==> src/rtl/anim_pkg.sv <==
// Shared types and widths for the player sprite animation sequencer and sprite ROM builder.
package anim_pkg;

  typedef enum logic [1:0] {
    IDLE = 2'd0,
    WALK = 2'd1,
    JUMP = 2'd2
  } anim_state_t;

  localparam int unsigned FRAME_IDX_W  = 3;
  localparam int unsigned SPRITE_SEL_W = 5;

  localparam int unsigned DEFAULT_IDLE_LEN = 2;
  localparam int unsigned DEFAULT_WALK_LEN = 4;
  localparam int unsigned DEFAULT_JUMP_LEN = 3;

endpackage

==> src/rtl/toggle_step_detect.sv <==
// Turns every edge of a slow level into a one-cycle step pulse.
module toggle_step_detect (
  input  logic Clk,
  input  logic level_i,
  output logic step_o
);

  logic level_q;

  // Tracks the level even in reset, so the first cycle after reset never sees a step.
  always_ff @(posedge Clk) begin
    level_q <= level_i;
  end

  assign step_o = level_i ^ level_q;

endmodule

==> src/rtl/sprite_anim_sequencer.sv <==
// Steps the player sprite through idle/walk/jump clips on each changeFrame toggle and
// produces the sprite ROM frame select and mirror control.
module sprite_anim_sequencer
  import anim_pkg::*;
#(
  parameter int unsigned IDLE_LEN = DEFAULT_IDLE_LEN,
  parameter int unsigned WALK_LEN = DEFAULT_WALK_LEN,
  parameter int unsigned JUMP_LEN = DEFAULT_JUMP_LEN
) (
  input  logic                    Clk,
  input  logic                    Reset,
  input  logic                    changeFrame,
  input  logic                    walk,
  input  logic                    dir_left,
  input  logic                    jump_req,
  output logic [1:0]              anim_state,
  output logic [FRAME_IDX_W-1:0]  frame_idx,
  output logic [SPRITE_SEL_W-1:0] sprite_sel,
  output logic                    facing_left,
  output logic                    jump_done
);

  if (IDLE_LEN < 1 || IDLE_LEN > 8) begin : g_bad_idle_len
    $error("IDLE_LEN must be in 1..8");
  end
  if (WALK_LEN < 1 || WALK_LEN > 8) begin : g_bad_walk_len
    $error("WALK_LEN must be in 1..8");
  end
  if (JUMP_LEN < 1 || JUMP_LEN > 8) begin : g_bad_jump_len
    $error("JUMP_LEN must be in 1..8");
  end

  localparam logic [FRAME_IDX_W-1:0] IdleLast = FRAME_IDX_W'(IDLE_LEN - 1);
  localparam logic [FRAME_IDX_W-1:0] WalkLast = FRAME_IDX_W'(WALK_LEN - 1);
  localparam logic [FRAME_IDX_W-1:0] JumpLast = FRAME_IDX_W'(JUMP_LEN - 1);

  anim_state_t            state_q, state_d;
  logic [FRAME_IDX_W-1:0] idx_q, idx_d;
  logic                   facing_q, facing_d;
  logic                   done_q, done_d;
  logic                   step;

  toggle_step_detect u_step_detect (
    .Clk     (Clk),
    .level_i (changeFrame),
    .step_o  (step)
  );

  always_comb begin
    state_d  = state_q;
    idx_d    = idx_q;
    done_d   = 1'b0;
    facing_d = (walk && state_q != JUMP) ? dir_left : facing_q;

    // A state change takes priority and swallows a coincident step.
    unique case (state_q)
      IDLE: begin
        if (jump_req) begin
          state_d = JUMP;
          idx_d   = '0;
        end else if (walk) begin
          state_d = WALK;
          idx_d   = '0;
        end else if (step) begin
          idx_d = (idx_q == IdleLast) ? '0 : idx_q + 1'b1;
        end
      end
      WALK: begin
        if (jump_req) begin
          state_d = JUMP;
          idx_d   = '0;
        end else if (!walk) begin
          state_d = IDLE;
          idx_d   = '0;
        end else if (step) begin
          idx_d = (idx_q == WalkLast) ? '0 : idx_q + 1'b1;
        end
      end
      JUMP: begin
        if (step) begin
          if (idx_q == JumpLast) begin
            state_d = walk ? WALK : IDLE;
            idx_d   = '0;
            done_d  = 1'b1;
          end else begin
            idx_d = idx_q + 1'b1;
          end
        end
      end
      default: begin
        state_d = IDLE;
        idx_d   = '0;
      end
    endcase
  end

  always_ff @(posedge Clk) begin
    if (Reset) begin
      state_q  <= IDLE;
      idx_q    <= '0;
      facing_q <= 1'b0;
      done_q   <= 1'b0;
    end else begin
      state_q  <= state_d;
      idx_q    <= idx_d;
      facing_q <= facing_d;
      done_q   <= done_d;
    end
  end

  assign anim_state  = state_q;
  assign frame_idx   = idx_q;
  assign sprite_sel  = {state_q, idx_q};
  assign facing_left = facing_q;
  assign jump_done   = done_q;

endmodule

==> config.mk <==
export PLATFORM = sky130hd
export DESIGN_NAME = sprite_anim_sequencer
export DESIGN_NICKNAME = d
export VERILOG_FILES = /design/src/rtl/anim_pkg.sv /design/src/rtl/toggle_step_detect.sv /design/src/rtl/sprite_anim_sequencer.sv
export SDC_FILE = /design/constraint.sdc
export NUM_CORES = 1
export LEC_CHECK = 0
export BUFFER_PORTS_ARGS = -buffer_cell sky130_fd_sc_hd__clkbuf_2
export CORE_AREA = 2 2 39 41
export CTS_BUF_LIST = sky130_fd_sc_hd__clkbuf_4
export DETAILED_ROUTE_END_ITERATION = 10
export DIE_AREA = 0 0 41 43
export RECOVER_POWER = 25
export SLEW_MARGIN = 20
export SYNTH_ARGS = -nofsm -noshare
export SYNTH_HDL_FRONTEND = slang
export SYNTH_SLANG_ARGS = --single-unit
==> constraint.sdc <==
create_clock -name Clk -period 3.3 [get_ports Clk]
set_input_delay 0 -clock Clk [delete_from_list [all_inputs] [get_ports Clk]]
set_output_delay 0 -clock Clk [all_outputs]
set_load 0.05 [all_outputs]
==> results of run 1 <==
## worst min path at each step
stage,start,endpoint,cells past startpoint
after floorplan,changeFrame,u_step_detect.level_q$_DFF_P_,0
after global placement,changeFrame,u_step_detect.level_q$_DFF_P_,1
after detailed placement,changeFrame,u_step_detect.level_q$_DFF_P_,1
after CTS,jump_req,anim_state[1]$_SDFFE_PP0P_,3
after global routing,jump_req,anim_state[1]$_SDFFE_PP0P_,3
final,jump_req,anim_state[1]$_SDFFE_PP0P_,3
## layout make-up
type | count | area [sq um]
Clock buffer | 3 | 22.5
Fill cell | 158 | 754
Inverter | 5 | 18.8
Multi-Input combinational cell | 41 | 299
Sequential cell | 8 | 160
Tap cell | 16 | 20.0
Timing Repair Buffer | 20 | 109
## Yosys cell counts, types with 2 or more instances
master                      n
sky130_fd_sc_hd__o21ai_0    2
sky130_fd_sc_hd__ha_1       5
sky130_fd_sc_hd__a2111oi_0  2
sky130_fd_sc_hd__o211ai_1   2
sky130_fd_sc_hd__nor2_1     2
sky130_fd_sc_hd__buf_4      5
sky130_fd_sc_hd__nor3_1     2
sky130_fd_sc_hd__inv_1      5
sky130_fd_sc_hd__nand2b_1   4
sky130_fd_sc_hd__dfxtp_1    8
sky130_fd_sc_hd__a21oi_1    5
sky130_fd_sc_hd__nand2_1    2
sky130_fd_sc_hd__nand3_1    4
## worst max-delay path: cells and delay by family (launching register included)
kind            cells  cell delay (ns)
compound gates      3             0.78
flops               1             0.41
mux                 1             0.27
fa+ha+maj           1             0.23
buf+inv             1             0.09
## cells by family after synthesis
logic type	count (synthesis)	synth area share, %
DFF	8	31.1
AOI/OAI and AO/OA	14	18.0
muxes	1	2.91
xor gates and xnor gates	2	3.40
and+or+nand+nor	19	21.6
adders and majority gates	5	12.1
buffers and inverters	10	10.9
## state kept, by name, summed over array words and instances (netlist names)
signal	flops
facing_left	1
jump_done	1
u_step_detect.level_q	1
anim_state	2
frame_idx	3
## per-stage QoR
step                instances  hold slack [ns]  instance area (sq um)  utilization [%]
finish                     93           0.0607                    629             45.5
global route               93           0.0834                    629             45.5
CTS                        93           0.0505                    636             45.9
detailed placement         87            0.135                    583             42.1
global placement           87            0.131                    583             42.1
floorplan                  59           0.0277                    515                -
## cells in the final DEF (no fill, tap or decap), drive strengths merged
| cell | instances |
|---|---|
| nand4bb | 1 |
| nor3 | 2 |
| o22ai | 1 |
| a21oi | 5 |
| mux2 | 1 |
| nand3 | 4 |
| nand4 | 1 |
| and3b | 1 |
| o21ai | 2 |
| xnor2 | 1 |
| or3b | 1 |
| clkbuf | 20 |
| o211ai | 2 |
| dfxtp | 8 |
| xor2 | 1 |
| nor2 | 2 |
| inv | 5 |
| nor2b | 1 |
| o32ai | 1 |
| dlygate4sd3 | 3 |
| ha | 5 |
| nand2b | 4 |
| a2111oi | 2 |
| nand2 | 2 |
| o21ba | 1 |
## routing by layer
metal	up-vias	GRT usage (%)	routed length (microns)
met3	2	4.71	30
met5	-	0	0
li1	246	-	-
met2	8	20.6	505
met4	0	8.00	17
met1	206	19.1	516
## power by group through the flow
| stage | Clock (W) | Combinational, W | Sequential [W] |
|---|---|---|---|
| after floorplan | 0 | 0.0000417 | 0.000124 |
| after global placement | 0 | 0.0000692 | 0.000110 |
| after detailed placement | 0 | 0.0000692 | 0.000111 |
| after CTS | 0.0000786 | 0.0000723 | 0.000108 |
| after global routing | 0.0000834 | 0.0000768 | 0.000109 |
| final | 0.0000736 | 0.0000714 | 0.000108 |
==> metrics.txt, run 1 <==
# TYPE chip_impl_metric gauge
chip_impl_metric{name="number_of_hold_buffers_added_after_cts",unit=""} 3
chip_impl_info{name="tritoncts",value="yes"} 1
chip_impl_metric{name="vdd_drop_max",unit="mV"} 0.232
chip_impl_metric{name="timing.final.crit_share",unit="%"} 55.8
chip_impl_metric{name="layout.nets",unit=""} 90
chip_impl_info{name="synth.largest_area_cell",value="sky130_fd_sc_hd__dfxtp_1"} 1
chip_impl_metric{name="core_region_area",unit="sq um"} 1380
chip_impl_metric{name="combinationalPowerShare",unit="%"} 28.2
chip_impl_metric{name="synthesis.nets",unit=""} 70
chip_impl_metric{name="clock_latency",unit="ns"} 0.25
chip_impl_info{name="path_class",value="reg2reg"} 1
chip_impl_metric{name="routed_wirelength",unit="microns"} 1070
chip_impl_metric{name="share_of_the_synthesized_area_in_the_top_cell_type",unit="%"} 31.1
chip_impl_metric{name="tritoncts_buffers",unit=""} 3
chip_impl_metric{name="timing.reg2reg.setup_slack",unit="ns"} 1.46
chip_impl_metric{name="cts.sinks",unit=""} 8
chip_impl_metric{name="maxClockFrequency",unit="MHz"} 543
chip_impl_info{name="end_kind",value="flip-flop"} 1
chip_impl_metric{name="design.die.area",unit="sq um"} 1760
chip_impl_metric{name="sequentialPowerShare",unit="%"} 42.8
chip_impl_metric{name="cap_viol_max_count",unit=""} 0
chip_impl_metric{name="postLayoutSetupSlackWorst",unit="ns"} 1.46
chip_impl_metric{name="number_of_different_library_cells_in_the_post_synthesis_netlist",unit=""} 24
chip_impl_metric{name="drcViolationCount",unit=""} 0
chip_impl_metric{name="p_int",unit="W"} 0.000166
chip_impl_metric{name="grt-ovfl-total",unit=""} 0
chip_impl_metric{name="synth_edf_count",unit=""} 0
chip_impl_metric{name="timing.final.max_slew_violations",unit=""} 0
chip_impl_metric{name="antenna_cells_inserted",unit=""} 0
chip_impl_metric{name="pwr_density_cell",unit="nW/um^2"} 403
chip_impl_metric{name="finalHoldViolCount",unit=""} 0
chip_impl_metric{name="rr_worst_depth",unit=""} 6
chip_impl_metric{name="ios",unit=""} 18
chip_impl_info{name="clockRootBuffer",value="sky130_fd_sc_hd__clkbuf_4"} 1
chip_impl_metric{name="ys_seq_area_share",unit="%"} 31.1
chip_impl_metric{name="layout-drive-gt1-share",unit="%"} 22.1
chip_impl_metric{name="detail_route.vias_per_cell",unit=""} 4.97
chip_impl_metric{name="gp_congestion",unit=""} 0.782
chip_impl_info{name="run_status",value="finished, final reports clean"} 1
chip_impl_metric{name="setup_violations",unit=""} 0
chip_impl_metric{name="antenna_found_initial",unit=""} 0
chip_impl_metric{name="crit_arrival",unit="ns"} 2.02
chip_impl_metric{name="dp_worst_setup_slack",unit="ns"} 1.50
chip_impl_metric{name="post-cts-setup-buffer-count",unit=""} 0
chip_impl_info{name="startpoint",value="frame_idx[0]$_SDFFE_PP0P_"} 1
chip_impl_metric{name="routedWlPerCell",unit="microns"} 11.5
chip_impl_metric{name="place_hpwl",unit="microns"} 798
chip_impl_metric{name="flow.area_growth_from_synthesis",unit="%"} 22.1
chip_impl_metric{name="dr_total_vias",unit=""} 462
chip_impl_metric{name="cts.htree.levels",unit=""} 1
chip_impl_metric{name="power.net_switching",unit="W"} 0.0000873
chip_impl_metric{name="cpPeakStageDelay",unit="ns"} 0.46
chip_impl_metric{name="grt_pass1_vias",unit=""} 414
chip_impl_metric{name="die_height",unit="microns"} 43
chip_impl_info{name="worst_reg2reg_startpoint",value="frame_idx[0]$_SDFFE_PP0P_"} 1
chip_impl_metric{name="cp_data_required_time",unit="ns"} 3.48
chip_impl_metric{name="layout_min_cycle_time",unit="ns"} 1.84
chip_impl_metric{name="antenna_violating_nets_post_route",unit=""} 0
chip_impl_metric{name="synth_cells",unit=""} 59
chip_impl_metric{name="clk_pin_slew",unit="ns"} 0.05
chip_impl_info{name="worst_setup_path_endpoint",value="frame_idx[1]$_SDFFE_PP0P_"} 1
chip_impl_metric{name="p_clk_share",unit="%"} 29.0
chip_impl_metric{name="tns",unit="ns"} 0
chip_impl_metric{name="ctsLongestPathBuffers",unit=""} 2
chip_impl_info{name="setup.worst_path.start_class",value="flip-flop"} 1
chip_impl_info{name="hp-class",value="in2reg"} 1
chip_impl_metric{name="synth-warning-count",unit=""} 0
chip_impl_metric{name="total_leakage_power",unit="nW"} 0.259
chip_impl_metric{name="switching_share",unit="%"} 34.4
chip_impl_metric{name="path_max_fanout",unit=""} 6
chip_impl_metric{name="port-buffer-count",unit=""} 17
chip_impl_metric{name="global_route_wire_length_before_repair",unit="microns"} 1730
chip_impl_info{name="critical_path.slowest_cell",value="sky130_fd_sc_hd__a2111oi_0"} 1
chip_impl_metric{name="report.power.total",unit="W"} 0.000254
chip_impl_metric{name="tightest_pin_transition",unit="ns"} 0.603
chip_impl_metric{name="first_pass_iters",unit=""} 4
chip_impl_info{name="dominantRegCellSynth",value="sky130_fd_sc_hd__dfxtp_1"} 1
chip_impl_info{name="rsz0062_at_grt",value="no"} 1
chip_impl_metric{name="die_w",unit="microns"} 41
chip_impl_metric{name="slew_headroom",unit="%"} 60.0
chip_impl_info{name="crit-reg2reg-capture",value="frame_idx[1]$_SDFFE_PP0P_"} 1
chip_impl_metric{name="cts.repair.resized",unit=""} 0
chip_impl_metric{name="synth.avg_cell_area",unit="sq um"} 8.74
chip_impl_metric{name="ys_async_sr_fraction",unit="%"} 0
chip_impl_metric{name="detail_route.iter0.violations",unit=""} 3
chip_impl_metric{name="std_cell_rows",unit=""} 14
chip_impl_info{name="ys_top_cells_by_area",value="sky130_fd_sc_hd__dfxtp_1 31%, sky130_fd_sc_hd__ha_1 12%, sky130_fd_sc_hd__buf_4 7.3%"} 1
chip_impl_metric{name="clock-skew-final",unit="ns"} 0.00357
chip_impl_info{name="worstPathCellList",value="inv_1 -> ha_1 -> mux2_4 -> a2111oi_0 -> o211ai_1 -> a21oi_1"} 1
chip_impl_metric{name="grt_resource_usage_total",unit="%"} 14.7
chip_impl_metric{name="initial_utilization",unit="%"} 37.3
chip_impl_metric{name="synth.ff_latch_count",unit=""} 8
chip_impl_metric{name="syn_area",unit="sq um"} 515
chip_impl_metric{name="maximum_number_of_pins_on_one_net_before_global_route_repair",unit=""} 11
(Power assumes the default switching activity.)
==> run 2: changes to the inputs <==
==> constraint.sdc (replaced) <==
create_clock -name Clk -period 1.7 [get_ports Clk]
set_input_delay 0 -clock Clk [delete_from_list [all_inputs] [get_ports Clk]]
set_output_delay 0 -clock Clk [all_outputs]
set_load 0.05 [all_outputs]
==> metrics.txt, run 2 (synthesis gave the netlist of run 1 again) <==
# TYPE chip_impl_metric gauge
chip_impl_info{name="rsz0062_at_grt",value="yes"} 1
chip_impl_info{name="critical_path.slowest_cell",value="sky130_fd_sc_hd__dfxtp_4"} 1
chip_impl_info{name="worstPathCellList",value="inv_1 -> ha_1 -> mux2_4 -> a2111oi_2 -> o211ai_1 -> a21oi_1"} 1
chip_impl_metric{name="tightest_pin_transition",unit="ns"} 0.588
chip_impl_metric{name="largest_register_ffs",unit=""} 3
chip_impl_metric{name="finalHoldViolCount",unit=""} 0
chip_impl_metric{name="die_height",unit="microns"} 43
chip_impl_metric{name="clock-skew-final",unit="ns"} 0.00277
chip_impl_info{name="end_kind",value="flip-flop"} 1
chip_impl_info{name="layout_commonest_cell",value="sky130_fd_sc_hd__clkbuf_2"} 1
chip_impl_metric{name="routedWlPerCell",unit="microns"} 11.5
chip_impl_metric{name="post-cts-setup-buffer-count",unit=""} 0
chip_impl_metric{name="design.die.area",unit="sq um"} 1760
chip_impl_info{name="hp-class",value="in2reg"} 1
chip_impl_metric{name="port-buffer-count",unit=""} 17
chip_impl_metric{name="place_hpwl",unit="microns"} 817
chip_impl_metric{name="multi_input_gate_area_in_the_final_layout",unit="sq um"} 312
chip_impl_metric{name="layout.nets",unit=""} 92
chip_impl_metric{name="layout-drive-gt1-share",unit="%"} 35.0
chip_impl_info{name="setup.worst_path.start_class",value="flip-flop"} 1
chip_impl_metric{name="clock_latency",unit="ns"} 0.26
chip_impl_metric{name="path_max_fanout",unit=""} 6
chip_impl_metric{name="ff_latch_area",unit="sq um"} 170
chip_impl_metric{name="numPlacedInstances",unit=""} 89
chip_impl_metric{name="layoutNonFillerInstCount",unit=""} 96
chip_impl_metric{name="drcViolationCount",unit=""} 0
chip_impl_metric{name="grt_resource_usage_total",unit="%"} 14.9
chip_impl_metric{name="global_route_wire_length_before_repair",unit="microns"} 1770
chip_impl_metric{name="tritoncts_buffers",unit=""} 3
chip_impl_info{name="final_cell_mix",value="14 x sky130_fd_sc_hd__clkbuf_2, 5 x sky130_fd_sc_hd__inv_1, 5 x sky130_fd_sc_hd__a21oi_1, 5 x sky130_fd_sc_hd__ha_1"} 1
chip_impl_metric{name="flow.area_growth_from_synthesis",unit="%"} 31.3
chip_impl_metric{name="dpl-instance-area",unit="sq um"} 608
chip_impl_metric{name="maxClockFrequency",unit="MHz"} 609
chip_impl_metric{name="initial_utilization",unit="%"} 37.3
chip_impl_info{name="tritoncts",value="yes"} 1
chip_impl_metric{name="std_cell_rows",unit=""} 14
chip_impl_metric{name="vdd_drop_max",unit="mV"} 0.441
chip_impl_metric{name="cts.htree.levels",unit=""} 1
chip_impl_info{name="run_status",value="finished, final reports clean"} 1
chip_impl_metric{name="setup_violations",unit=""} 0
chip_impl_metric{name="final.fill_count",unit=""} 139
chip_impl_metric{name="core_region_area",unit="sq um"} 1380
chip_impl_metric{name="antenna_violating_nets_post_route",unit=""} 0
chip_impl_metric{name="cp_data_required_time",unit="ns"} 1.88
chip_impl_metric{name="cpPeakStageDelay",unit="ns"} 0.37
chip_impl_info{name="clockRootBuffer",value="sky130_fd_sc_hd__clkbuf_4"} 1
chip_impl_metric{name="cts.sinks",unit=""} 8
chip_impl_metric{name="grt_pass1_vias",unit=""} 456
chip_impl_metric{name="final_instance_area",unit="sq um"} 677
chip_impl_metric{name="total_leakage_power",unit="nW"} 0.284
chip_impl_metric{name="routed_wirelength",unit="microns"} 1110
chip_impl_metric{name="dr_total_vias",unit=""} 489
chip_impl_metric{name="timing.reg2reg.setup_slack",unit="ns"} 0.06
chip_impl_metric{name="first_pass_iters",unit=""} 3
chip_impl_metric{name="timing.final.max_slew_violations",unit=""} 0
chip_impl_metric{name="gp_congestion",unit=""} 0.823
chip_impl_info{name="path_class",value="reg2reg"} 1
chip_impl_metric{name="antenna_cells_inserted",unit=""} 0
chip_impl_metric{name="ctsLongestPathBuffers",unit=""} 2
chip_impl_metric{name="layout_min_cycle_time",unit="ns"} 1.64
chip_impl_metric{name="report.power.total",unit="W"} 0.000536
chip_impl_metric{name="cap_viol_max_count",unit=""} 0
chip_impl_metric{name="detail_route.iter0.violations",unit=""} 5
chip_impl_metric{name="antenna_found_initial",unit=""} 0
chip_impl_metric{name="maximum_number_of_pins_on_one_net_before_global_route_repair",unit=""} 11
chip_impl_metric{name="pwr_density_cell",unit="nW/um^2"} 791
chip_impl_metric{name="critical_path_buf_inv_count",unit=""} 1
chip_impl_metric{name="slew_headroom",unit="%"} 61.0
chip_impl_metric{name="ios",unit=""} 18
chip_impl_metric{name="grt-ovfl-total",unit=""} 0
chip_impl_metric{name="detail_route.vias_per_cell",unit=""} 5.09
chip_impl_metric{name="crit_arrival",unit="ns"} 1.83
chip_impl_info{name="path_delay_family",value="compound AO/OA/AOI/OAI gates"} 1
chip_impl_metric{name="timing.final.crit_share",unit="%"} 96.6
chip_impl_metric{name="die_w",unit="microns"} 41
chip_impl_metric{name="clk_pin_slew",unit="ns"} 0.06
-- run 2: cell count changes in the layout (fill, tap and decap cells not counted) --
cell and delta:
sky130_fd_sc_hd__a2111oi_2 +2, sky130_fd_sc_hd__clkbuf_1 -2, sky130_fd_sc_hd__buf_4 +2, sky130_fd_sc_hd__clkbuf_4 +1, sky130_fd_sc_hd__dfxtp_1 -4, sky130_fd_sc_hd__dfxtp_4 +2, sky130_fd_sc_hd__a2111oi_0 -2, sky130_fd_sc_hd__dfxtp_2 +2
sky130_fd_sc_hd__clkbuf_2 +2
-- run 2: area by class of cell --
cell class,count,share of cell area (%)
inverters,5,2.77
well taps,16,2.96
repair buffers,22,18.7
multi-input cells,41,46.0
clock buffers,4,4.44
flip-flops and latches,8,25.1
-- run 2: worst reg2reg max path, stage by stage, from the launching register on --
cell and delay (ns):
sky130_fd_sc_hd__dfxtp_4 0.37, sky130_fd_sc_hd__inv_1 0.06, sky130_fd_sc_hd__ha_1 0.22, sky130_fd_sc_hd__mux2_4 0.28
sky130_fd_sc_hd__a2111oi_2 0.36, sky130_fd_sc_hd__o211ai_1 0.15, sky130_fd_sc_hd__a21oi_1 0.15
-- run 2: where the power goes --
part	internal (W)	total, W	leakage [nW]	switching (W)
clock network	0.000106	0.000176	0.0184	0.0000701
registers	0.000197	0.000209	0.0678	0.0000119
logic	0.0000511	0.000151	0.198	0.0000994
total	0.000354	0.000536	0.284	0.000181
-- run 2: worst paths after layout --
kind,start,end,cells past startpoint
hold reg to reg,facing_left$_SDFFE_PP0P_,facing_left$_SDFFE_PP0P_,2
setup / recovery,frame_idx[0]$_SDFFE_PP0P_,frame_idx[2]$_SDFFE_PP0P_,6
setup reg to reg,frame_idx[0]$_SDFFE_PP0P_,frame_idx[2]$_SDFFE_PP0P_,6
hold / removal,jump_req,anim_state[1]$_SDFFE_PP0P_,3
-- run 2: metal layers --
metal / vias to the layer above / global-route usage (%) / routed length [microns]
li1: 250 / - / -
met1: 230 / 19.9 / 531
met2: 9 / 20.6 / 537
met3: 0 / 4.71 / 39
met4: 0 / 8.00 / 0
met5: - / 0 / 0
-- run 2: metrics by stage --
step	worst slack [ns]	util [%]	hold WS (ns)	TNS [ns]
finish	0.0579	48.9	0.0561	0
detailed placement	0.00646	43.9	0.135	0
global route	-0.0508	48.9	0.0764	-0.0651
global placement	-0.00397	43.9	0.131	-0.00397
CTS	0.0107	48.5	0.0529	0
floorplan	0.0147	-	0.0277	0
-- run 2: timing repair --
action | in CTS | in global routing
resized for setup | 2 | 2
setup endpoints to repair | 2 | 2
cloned | 0 | 0
pin swaps | 0 | 1
endpoints found under the hold margin | 5 | 0
hold buffers | 3 | 0
